==> config.mk <==
export PLATFORM = sky130hd
export DESIGN_NAME = cla_pipe_adder
export DESIGN_NICKNAME = d
export VERILOG_FILES = /design/src/rtl/cla_pipe_adder.sv
export SDC_FILE = /design/constraint.sdc
export NUM_CORES = 1
export LEC_CHECK = 0
export ABC_AREA = 1
export CORE_UTILIZATION = 50
export CTS_CLUSTER_SIZE = 14
export DETAILED_ROUTE_END_ITERATION = 6
export MAX_ROUTING_LAYER = met4
export PLACE_DENSITY = 0.78
export SLEW_MARGIN = 25
export SYNTH_ARGS = -nofsm -noshare
export SYNTH_HDL_FRONTEND = slang
export SYNTH_SLANG_ARGS = --single-unit
==> constraint.sdc <==
create_clock -name clk -period 7.25 [get_ports clk]
set_input_delay 1.45 -clock clk [delete_from_list [all_inputs] [get_ports clk]]
set_output_delay 1.45 -clock clk [all_outputs]
set_load 0.005 [all_outputs]
==> src/rtl/cla_pipe_adder.sv <==
// cla_pipe_adder: pipelined carry-lookahead adder/subtractor.
// The datapath is built from 4-bit lookahead groups. Each of the NS register stages
// resolves GPS groups and passes its carry-out into the next stage.
// Optional flags: define CLA_PIPE_FLAGS_EN to build registered ovf/zero outputs.
// When it is undefined, ovf and zero are tied to 0.
module cla_pipe_adder #(
    parameter int WIDTH = 32,
    parameter int GPS   = 2
) (
    input  logic             clk,
    input  logic             reset,
    input  logic             in_valid,
    output logic             in_ready,
    input  logic [WIDTH-1:0] a,
    input  logic [WIDTH-1:0] b,
    input  logic             ci,
    input  logic             sub,
    output logic             out_valid,
    input  logic             out_ready,
    output logic [WIDTH-1:0] sum,
    output logic             co,
    output logic             ovf,
    output logic             zero
);

    localparam int NS = WIDTH / (4 * GPS);
    // Operand registers only exist between stages; the last stage needs no operands after it.
    localparam int NA = (NS > 1) ? NS - 1 : 1;

    // Full 4-bit lookahead off the group carry-in, with OR-propagate. Bits [3:0] are the
    // carries into each bit. Bit [4] is the group carry-out.
    function automatic logic [4:0] cla4(input logic [3:0] x, input logic [3:0] y, input logic c0);
        logic [3:0] g, p;
        logic [4:0] c;
        g    = x & y;
        p    = x | y;
        c[0] = c0;
        c[1] = g[0] | (p[0] & c0);
        c[2] = g[1] | (p[1] & g[0]) | (p[1] & p[0] & c0);
        c[3] = g[2] | (p[2] & g[1]) | (p[2] & p[1] & g[0]) | (p[2] & p[1] & p[0] & c0);
        c[4] = g[3] | (p[3] & g[2]) | (p[3] & p[2] & g[1]) | (p[3] & p[2] & p[1] & g[0])
             | (p[3] & p[2] & p[1] & p[0] & c0);
        return c;
    endfunction

    // One stage: the group carry ripples through groups k*GPS .. k*GPS+GPS-1.
    // The result is returned as {carry_out, partial_sum}.
    function automatic logic [WIDTH:0] stage_fn(input logic [WIDTH-1:0] x, input logic [WIDTH-1:0] y,
                                                input logic [WIDTH-1:0] s, input logic c, input int k);
        logic [4:0] cc;
        int         base;
        for (int g = 0; g < GPS; g++) begin
            base         = (k * GPS + g) * 4;
            cc           = cla4(x[base +: 4], y[base +: 4], c);
            s[base +: 4] = x[base +: 4] ^ y[base +: 4] ^ cc[3:0];
            c            = cc[4];
        end
        return {c, s};
    endfunction

    logic             adv;
    logic [NS:1]      vld_pipe;
    logic [WIDTH-1:0] pa [0:NA-1];
    logic [WIDTH-1:0] pb [0:NA-1];
    logic [WIDTH-1:0] ps [1:NS];
    logic [NS:1]      pc;

    // Per-stage input view. Index 0 is the conditioned pipeline input.
    logic [WIDTH-1:0] sva [0:NS-1];
    logic [WIDTH-1:0] svb [0:NS-1];
    logic [WIDTH-1:0] svs [0:NS-1];
    logic [NS-1:0]    svc;
    logic [WIDTH-1:0] nxs [0:NS-1];
    logic [NS-1:0]    nxc;

    // The whole pipe moves in lockstep. It stalls only when a result is waiting and is refused.
    assign adv       = ~vld_pipe[NS] | out_ready;
    assign in_ready  = adv;
    assign out_valid = vld_pipe[NS];
    assign sum       = ps[NS];
    assign co        = pc[NS];

    // Build each stage's operands and evaluate its lookahead groups.
    // Subtraction is done as a + ~b + 1 before stage 0.
    always_comb begin
        sva[0] = a;
        svb[0] = sub ? ~b : b;
        svs[0] = '0;
        svc[0] = sub | ci;
        for (int k = 1; k < NS; k++) begin
            sva[k] = pa[k-1];
            svb[k] = pb[k-1];
            svs[k] = ps[k];
            svc[k] = pc[k];
        end
        for (int k = 0; k < NS; k++) begin
            {nxc[k], nxs[k]} = stage_fn(sva[k], svb[k], svs[k], svc[k], k);
        end
    end

    // Stage registers: the valid shift register, partial sums, inter-stage carries and operands.
    always_ff @(posedge clk) begin
        if (reset) begin
            vld_pipe <= '0;
            pc       <= '0;
            for (int k = 1; k <= NS; k++) ps[k] <= '0;
            for (int j = 0; j < NA; j++) begin
                pa[j] <= '0;
                pb[j] <= '0;
            end
        end else if (adv) begin
            vld_pipe[1] <= in_valid;
            for (int k = 2; k <= NS; k++) vld_pipe[k] <= vld_pipe[k-1];
            for (int k = 0; k < NS; k++) begin
                ps[k+1] <= nxs[k];
                pc[k+1] <= nxc[k];
            end
            for (int k = 0; k < NS - 1; k++) begin
                pa[k] <= sva[k];
                pb[k] <= svb[k];
            end
        end
    end

`ifdef CLA_PIPE_FLAGS_EN
    logic ovf_q, zero_q;

    // Flags are registered alongside the last stage. The carry into the MSB is
    // recovered as a^b^sum at the MSB.
    always_ff @(posedge clk) begin
        if (reset) begin
            ovf_q  <= 1'b0;
            zero_q <= 1'b0;
        end else if (adv) begin
            ovf_q  <= nxc[NS-1] ^ (nxs[NS-1][WIDTH-1] ^ sva[NS-1][WIDTH-1] ^ svb[NS-1][WIDTH-1]);
            zero_q <= ~|nxs[NS-1];
        end
    end

    assign ovf  = ovf_q;
    assign zero = zero_q;
`else
    assign ovf  = 1'b0;
    assign zero = 1'b0;
`endif

endmodule

==> results of run 1 <==
## power breakdown
| group | switching [W] | leakage, nW | internal (W) |
|---|---|---|---|
| combinational | 0.000135 | 2.37 | 0.000126 |
| sequential | 0.0000286 | 2.15 | 0.00125 |
| clock | 0.000402 | 0.288 | 0.000520 |
| total | 0.000565 | 4.82 | 0.00189 |
## cells in the final DEF, fill, tap and decap left out
master,netlist,layout
inv_1,226,226
nor2_1,198,198
edfxtp_1,176,176
clkdlybuf4s50_1,0,103
ha_1,64,64
nand2_1,57,56
xnor2_1,34,34
clkbuf_16,0,17
nand3_1,16,16
a21oi_1,16,16
o21ai_1,8,8
fa_1,8,8
dfxtp_1,8,8
inv_6,0,7
xor2_1,6,6
inv_2,4,4
o21ai_0,4,4
nor3_1,4,4
a21o_1,3,3
o22ai_1,2,2
conb_1,1,2
inv_8,0,2
clkbuf_1,0,2
bufinv_16,0,2
buf_4,10,2
nor2_4,1,1
nand3_2,1,1
nand2_4,0,1
nand2_8,0,1
o21bai_1,1,1
o21a_1,1,1
clkinv_2,0,1
clkinvlp_4,0,1
buf_2,5,1
## metal layers
metal,vias up,GRT usage,part of all wire
met2,116,0.258,0.48
met5,-,-,0
li1,2824,-,-
met4,0,0.0769,0.018
met3,19,0.0356,0.042
met1,2323,0.202,0.46
## critical path, delay by kind of cell
kind | cells | cell delay, ps
buffers and inverters | 3 | 1030
AND/OR/NAND/NOR | 1 | 240
## flip-flops by register name, indices dropped and copies added, names as in the netlist
| name | cells |
|---|---|
| vld_pipe | 4 |
| pa | 48 |
| ps | 80 |
| pc | 4 |
| pb | 48 |
## worst max-delay path by stage
stage	startpoint	to	slack, ps	cells past startpoint
finish	out_ready	in_ready	3070	4
global route	out_ready	in_ready	3020	4
CTS	out_ready	in_ready	3060	4
detailed placement	out_ready	in_ready	3060	4
global placement	out_ready	in_ready	3060	4
floorplan	out_ready	vld_pipe[4]	1260	3
## cells by family (layout without fill, tap and decap cells)
group                      count (synthesis)  count (layout)  share of synthesized area
adders and majority gates                 72              72                      0.105
and+or+nand+nor                          278             278                      0.119
AOI/OAI and AO/OA                         35              35                     0.0208
buffers and inverters                    256             368                      0.119
xor gates and xnor gates                  40              40                     0.0384
DFF                                      184             184                      0.597
other                                      1               2                   0.000411
## final cells by class
cell class / instances / area, µm²
fillers: 1406 / 7050
flip-flops and latches: 184 / 5450
multi-input cells: 427 / 2620
repair buffers: 106 / 1050
inverters: 230 / 863
clock buffers: 19 / 433
well taps: 229 / 287
clock inverters: 13 / 156
## per-stage QoR
stage	instance area [µm²]	util
floorplan	9130	-
global placement	10300	0.573
detailed placement	10300	0.573
CTS	10900	0.606
global route	10900	0.606
finish	10900	0.606
## synthesized netlist by cell type
cell type / count
inv_1: 226
nor2_1: 198
edfxtp_1: 176
ha_1: 64
nand2_1: 57
xnor2_1: 34
a21oi_1: 16
nand3_1: 16
buf_6: 11
buf_4: 10
dfxtp_1: 8
fa_1: 8
o21ai_1: 8
xor2_1: 6
buf_2: 5
inv_2: 4
nor3_1: 4
o21ai_0: 4
a21o_1: 3
o22ai_1: 2
conb_1: 1
nand2_2: 1
nand3_2: 1
nor2_4: 1
o21a_1: 1
o21bai_1: 1
==> impl_metrics.prom, run 1 <==
# TYPE chip_impl_metric gauge
chip_impl_metric{name="synthesis.area",unit="µm²"} 9120
chip_impl_metric{name="grtUsageTotal",unit=""} 0.164
chip_impl_info{name="result_of_the_run",value="finished clean"} 1
chip_impl_metric{name="final_non_filler_cells",unit=""} 1208
chip_impl_metric{name="gr-total-overflow",unit=""} 0
chip_impl_info{name="cp_cell_sequence",value="clkdlybuf4s50_1 -> nor2_4 -> inv_2 -> clkdlybuf4s50_1"} 1
chip_impl_metric{name="timing.max_slew.rel_slack",unit=""} 0.354
chip_impl_metric{name="min_path_cells",unit=""} 2
chip_impl_metric{name="fp.dieW",unit="µm"} 137
chip_impl_metric{name="clk_pin_slew_worst_paths",unit="ps"} 70
chip_impl_metric{name="cell_row_count",unit=""} 49
chip_impl_metric{name="drv.max_cap_violation_count",unit=""} 0
chip_impl_metric{name="fmax",unit="MHz"} 239
chip_impl_info{name="min_delay_worst_type",value="reg -> reg"} 1
chip_impl_info{name="timing.setup.critical_path_class",value="in -> out"} 1
chip_impl_metric{name="die_height",unit="µm"} 137
chip_impl_metric{name="critPathRequiredTime",unit="ps"} 5800
chip_impl_metric{name="synth.top_cell.area_share",unit=""} 0.579
chip_impl_metric{name="ys_ff_latch",unit=""} 184
chip_impl_metric{name="p_per_area",unit="nW/µm²"} 227
chip_impl_metric{name="post-cts-setup-buffers",unit=""} 0
chip_impl_info{name="post-synth-top-area-cell",value="edfxtp_1"} 1
chip_impl_metric{name="boundaryPins",unit=""} 107
chip_impl_info{name="cts_tree",value="done"} 1
chip_impl_metric{name="drt_iter0_drc",unit=""} 316
chip_impl_metric{name="final_ws_setup",unit="ps"} 3070
chip_impl_metric{name="drc_errors",unit=""} 0
chip_impl_metric{name="min_period_over_period",unit=""} 0.576
chip_impl_metric{name="numCtsBuffers",unit=""} 17
chip_impl_metric{name="clock_skew",unit="ps"} 9.36
chip_impl_info{name="hold_path_startpoint",value="vld_pipe[1]"} 1
chip_impl_metric{name="grt_first_pass_wirelength",unit="mm"} 22.4
chip_impl_metric{name="ir_drop",unit="mV"} 0.183
chip_impl_metric{name="antenna_left",unit=""} 0
chip_impl_info{name="kind_of_start_point_of_the_critical_path",value="input pin"} 1
chip_impl_metric{name="antenna_found_initial",unit=""} 0
chip_impl_metric{name="wirelength",unit="mm"} 13.7
chip_impl_info{name="worst_path_max_delay_cell",value="clkdlybuf4s50_1"} 1
chip_impl_metric{name="dp.cells",unit=""} 1176
chip_impl_metric{name="post_layout_minimum_cycle_time",unit="ps"} 4180
chip_impl_metric{name="grt_max_degree",unit=""} 169
chip_impl_metric{name="dp_slack",unit="ps"} 3060
chip_impl_metric{name="dieArea",unit="µm²"} 18800
chip_impl_info{name="synthTopCellsByArea",value="edfxtp_1 58%, inv_1 9.3%, ha_1 8.8%, nor2_1 8.1%, xnor2_1 3.3%"} 1
chip_impl_info{name="cts_root_buf",value="clkbuf_16"} 1
chip_impl_metric{name="fin_tns_setup",unit="ps"} 0
chip_impl_metric{name="power",unit="W"} 0.00246
chip_impl_metric{name="crit_arrival",unit="ps"} 2730
chip_impl_metric{name="worst_pin_slew",unit="ps"} 969
chip_impl_metric{name="cts_hold_repair.buffers",unit=""} 0
chip_impl_metric{name="maximum_buffer_depth_of_the_clock_tree",unit=""} 2
chip_impl_info{name="capture_point_of_the_worst_reg_to_reg_path",value="pa[0][59]"} 1
chip_impl_metric{name="pins_over_slew_limit",unit=""} 0
chip_impl_metric{name="io_buf_count",unit=""} 104
chip_impl_metric{name="clk_latency",unit="ps"} 430
chip_impl_metric{name="maximum_single_stage_delay_on_the_critical_path",unit="ps"} 470
chip_impl_metric{name="timing_hold_violations_final",unit=""} 0
chip_impl_metric{name="vias_in_the_first_global_route",unit=""} 4879
chip_impl_metric{name="core-area",unit="µm²"} 17900
chip_impl_metric{name="setup-violations-final",unit=""} 0
chip_impl_info{name="worst_hold_path.endpoint",value="vld_pipe[1]"} 1
chip_impl_info{name="reg2reg_from",value="vld_pipe[4]"} 1
chip_impl_metric{name="place.gp.congestion",unit=""} 0.807
chip_impl_info{name="timing.critical_path.mode_cell",value="clkdlybuf4s50_1"} 1
chip_impl_info{name="setup.worst_path.end_class",value="primary output"} 1
chip_impl_metric{name="drt_first_pass_iters",unit=""} 4
chip_impl_metric{name="post_route_cells_drive_above_1_share",unit=""} 0.0419
chip_impl_metric{name="dp_hpwl",unit="mm"} 9.20
chip_impl_metric{name="cts_htree_levels",unit=""} 4
chip_impl_metric{name="num-nets-final",unit=""} 1108
chip_impl_metric{name="yosys_warnings",unit=""} 0
chip_impl_metric{name="final_hold_slack",unit="ps"} 463
chip_impl_metric{name="ff_to_ff_setup_slack",unit="ps"} 4780
chip_impl_metric{name="post_synth_inst_count",unit=""} 866
chip_impl_metric{name="yosys.cell_types.count",unit=""} 26
chip_impl_metric{name="diodes",unit=""} 0
chip_impl_metric{name="initial_utilization",unit=""} 0.510
chip_impl_metric{name="route.vias.total",unit=""} 5282
chip_impl_metric{name="synth_area_per_cell",unit="µm²"} 10.5
chip_impl_metric{name="cts.sink_count",unit=""} 184
chip_impl_metric{name="sequential_to_total_area_share_from_yosys_stat",unit=""} 0.597
chip_impl_metric{name="wl_per_cell",unit="µm"} 11.3
chip_impl_metric{name="vias_per_cell",unit=""} 4.37
chip_impl_metric{name="reg2regPathDepth",unit=""} 4
chip_impl_metric{name="post_cts_resize_count",unit=""} 0
chip_impl_info{name="grt_setup_unrepaired",value="no"} 1
chip_impl_metric{name="area_delta_synth_final",unit="%"} 18.9
chip_impl_metric{name="worst-path-max-fanout",unit=""} 6
chip_impl_metric{name="power.static_leakage",unit="nW"} 4.82
(Power assumes the default switching activity.)
==> inputs of run 2 (changes only) <==
- clock period: 7.25 -> 4.1 ns (I/O delays scaled with it)
==> run 2 against run 1 <==
  * First-iteration DRC count is 8.2% higher
  * Via count increased by 2.4%
  * Worst hold slack improved by 18 ps
  * Count of clock-buffer cells in the layout is 2 lower
  * Critical path depth stayed put
  * Non-clock buffer count is 4 higher
  * Critical endpoint unchanged
  * Largest cell class unchanged
  * Largest power group unchanged
  * Highest routed layer unchanged
==> impl_metrics.prom, run 2 (synthesized netlist as in run 1, its figures left out) <==
# TYPE chip_impl_metric gauge
chip_impl_info{name="result_of_the_run",value="finished clean"} 1
chip_impl_metric{name="grtUsageTotal",unit=""} 0.173
chip_impl_metric{name="maximum_single_stage_delay_on_the_critical_path",unit="ps"} 490
chip_impl_metric{name="worst-path-max-fanout",unit=""} 6
chip_impl_info{name="reg2reg_from",value="vld_pipe[4]"} 1
chip_impl_info{name="critPathCapture",value="in_ready"} 1
chip_impl_metric{name="clock_skew",unit="ps"} 8.03
chip_impl_metric{name="grt_max_degree",unit=""} 91
chip_impl_info{name="timing.setup.critical_path_class",value="in -> out"} 1
chip_impl_metric{name="ff_to_ff_setup_slack",unit="ps"} 2040
chip_impl_metric{name="worst-path-stages",unit=""} 4
chip_impl_metric{name="io_buf_count",unit=""} 104
chip_impl_metric{name="cell_row_count",unit=""} 49
chip_impl_metric{name="fin_tns_setup",unit="ps"} 0
chip_impl_metric{name="power.static_leakage",unit="nW"} 4.84
chip_impl_info{name="biggestRegsByFlops",value="ps: 80 flops, pa: 48 flops, pb: 48 flops"} 1
chip_impl_metric{name="die_height",unit="µm"} 137
chip_impl_metric{name="reg2regPathDepth",unit=""} 6
chip_impl_metric{name="area_delta_synth_final",unit="%"} 19.5
chip_impl_metric{name="fmax",unit="MHz"} 334
chip_impl_info{name="biggest_register",value="ps"} 1
chip_impl_metric{name="crit_arrival",unit="ps"} 2170
chip_impl_metric{name="wirelength",unit="mm"} 14.4
chip_impl_metric{name="setup-violations-final",unit=""} 0
chip_impl_metric{name="post_route_cells_drive_above_1_share",unit=""} 0.0478
chip_impl_info{name="capture_point_of_the_worst_reg_to_reg_path",value="ps[0][76]"} 1
chip_impl_metric{name="timing.max_slew.rel_slack",unit=""} 0.571
chip_impl_info{name="cts_root_buf",value="clkbuf_16"} 1
chip_impl_metric{name="maximum_buffer_depth_of_the_clock_tree",unit=""} 2
chip_impl_info{name="timing.critical_path.mode_cell",value="clkdlybuf4s50_1"} 1
chip_impl_metric{name="initial_utilization",unit=""} 0.510
chip_impl_metric{name="p_per_area",unit="nW/µm²"} 397
chip_impl_info{name="cpLargestDelayFamily",value="buffers and inverters"} 1
chip_impl_info{name="worstSetupStartpoint",value="out_ready"} 1
chip_impl_info{name="min_delay_worst_type",value="reg -> reg"} 1
chip_impl_info{name="most_common_cell_after_layout_fill_and_taps_aside",value="inv_1"} 1
chip_impl_metric{name="clk_latency",unit="ps"} 420
chip_impl_metric{name="drt_first_pass_iters",unit=""} 5
chip_impl_metric{name="wl_per_cell",unit="µm"} 11.9
chip_impl_metric{name="cts.sink_count",unit=""} 184
chip_impl_metric{name="post-cts-setup-buffers",unit=""} 0
chip_impl_metric{name="cts_htree_levels",unit=""} 4
chip_impl_metric{name="numCtsBuffers",unit=""} 17
chip_impl_metric{name="fp.dieW",unit="µm"} 137
chip_impl_metric{name="vias_per_cell",unit=""} 4.46
chip_impl_metric{name="gr-total-overflow",unit=""} 0
chip_impl_info{name="worst_path_max_delay_cell",value="clkdlybuf4s50_1"} 1
chip_impl_metric{name="largest_reg_flops",unit=""} 80
chip_impl_metric{name="antenna_left",unit=""} 0
chip_impl_metric{name="final_core_utilization",unit=""} 0.609
chip_impl_metric{name="cts_hold_repair.buffers",unit=""} 0
chip_impl_info{name="cp_cell_sequence",value="clkdlybuf4s50_1 -> nor2_4 -> inv_2 -> clkdlybuf4s50_1"} 1
chip_impl_metric{name="pins_over_slew_limit",unit=""} 0
chip_impl_metric{name="boundaryPins",unit=""} 107
chip_impl_metric{name="min_period_over_period",unit=""} 0.730
chip_impl_metric{name="dp_hpwl",unit="mm"} 10.0
chip_impl_info{name="grt_setup_unrepaired",value="no"} 1
chip_impl_metric{name="critPathRequiredTime",unit="ps"} 3280
chip_impl_metric{name="route.vias.total",unit=""} 5411
chip_impl_metric{name="grt_first_pass_wirelength",unit="mm"} 24.0
chip_impl_metric{name="place.gp.congestion",unit=""} 0.818
chip_impl_metric{name="num-nets-final",unit=""} 1112
chip_impl_metric{name="timing_hold_violations_final",unit=""} 0
chip_impl_metric{name="diodes",unit=""} 0
chip_impl_metric{name="post_layout_minimum_cycle_time",unit="ps"} 2990
chip_impl_metric{name="ir_drop",unit="mV"} 0.293
chip_impl_metric{name="worst-path-buf-inv",unit=""} 3
chip_impl_metric{name="drt_iter0_drc",unit=""} 342
chip_impl_metric{name="core-area",unit="µm²"} 17900
chip_impl_metric{name="clk_pin_slew_worst_paths",unit="ps"} 70
chip_impl_metric{name="worst_pin_slew",unit="ps"} 643
chip_impl_metric{name="drc_errors",unit=""} 0
chip_impl_metric{name="vias_in_the_first_global_route",unit=""} 5214
chip_impl_metric{name="drv.max_cap_violation_count",unit=""} 0
chip_impl_info{name="kind_of_start_point_of_the_critical_path",value="input pin"} 1
chip_impl_info{name="most-common-layout-cells",value="226 x inv_1, 198 x nor2_1, 176 x edfxtp_1, 103 x clkdlybuf4s50_1, 64 x ha_1"} 1
chip_impl_metric{name="post_cts_resize_count",unit=""} 0
chip_impl_info{name="cts_tree",value="done"} 1
chip_impl_metric{name="dieArea",unit="µm²"} 18800
chip_impl_metric{name="antenna_found_initial",unit=""} 0
chip_impl_info{name="setup.worst_path.end_class",value="primary output"} 1
[run 2: cell types whose count changed in the layout (fill, tap and decap cells not counted), sizes merged]
cell    change
buf         +4
bufinv      -1
clkbuf      -2
clkinv      +5
inv         -2
[run 2: through the flow]
stage               total power, W  hold WS, ps  setup WS [ps]  std cells  instance area (µm²)
floorplan                  0.00259          441            590        867                 9130
global placement           0.00274          455           1090       1180                10300
detailed placement         0.00277          476           1090       1180                10300
CTS                        0.00435          484           1080       1212                10900
global route               0.00451          510           1070       1212                10900
finish                     0.00432          481           1110       1212                10900
[run 2: how the worst min path moves through the flow]
stage / startpoint / end / slack (ps) / cells past startpoint
after CTS: vld_pipe[1] / vld_pipe[2] / 480 / 2
final: vld_pipe[1] / vld_pipe[2] / 480 / 2
after detailed placement: vld_pipe[3] / vld_pipe[3] / 480 / 2
after global routing: vld_pipe[1] / vld_pipe[2] / 510 / 2
after global placement: vld_pipe[1] / vld_pipe[1] / 450 / 2
after floorplan: vld_pipe[1] / vld_pipe[1] / 440 / 2
[run 2: power breakdown]
group	switching, W	internal [W]	total [W]
clock network	0.000737	0.000864	0.00160
registers	0.0000500	0.00221	0.00226
logic	0.000244	0.000224	0.000468
total	0.00103	0.00329	0.00432
[run 2: worst reg2reg max path, stage by stage, from the launching register on]
cell	delay, ps
dfxtp_1	350
inv_1	80
nor2_4	250
inv_2	130
nand2_8	390
buf_4	490
nor2_1	110
[run 2: final cells by class]
class | count | area, µm²
Clock buffer | 17 | 425
Tap cell | 229 | 287
Fill cell | 1411 | 7000
Inverter | 230 | 863
Timing Repair Buffer | 110 | 1090
Sequential cell | 184 | 5450
Clock inverter | 15 | 163
Multi-Input combinational cell | 427 | 2620
[run 2: routing by layer]
metal,up-vias,share of wire,GRT usage
met5,-,0,-
met4,0,0.019,0.0549
met3,22,0.041,0.0415
met2,124,0.49,0.276
met1,2435,0.45,0.219
li1,2830,-,-
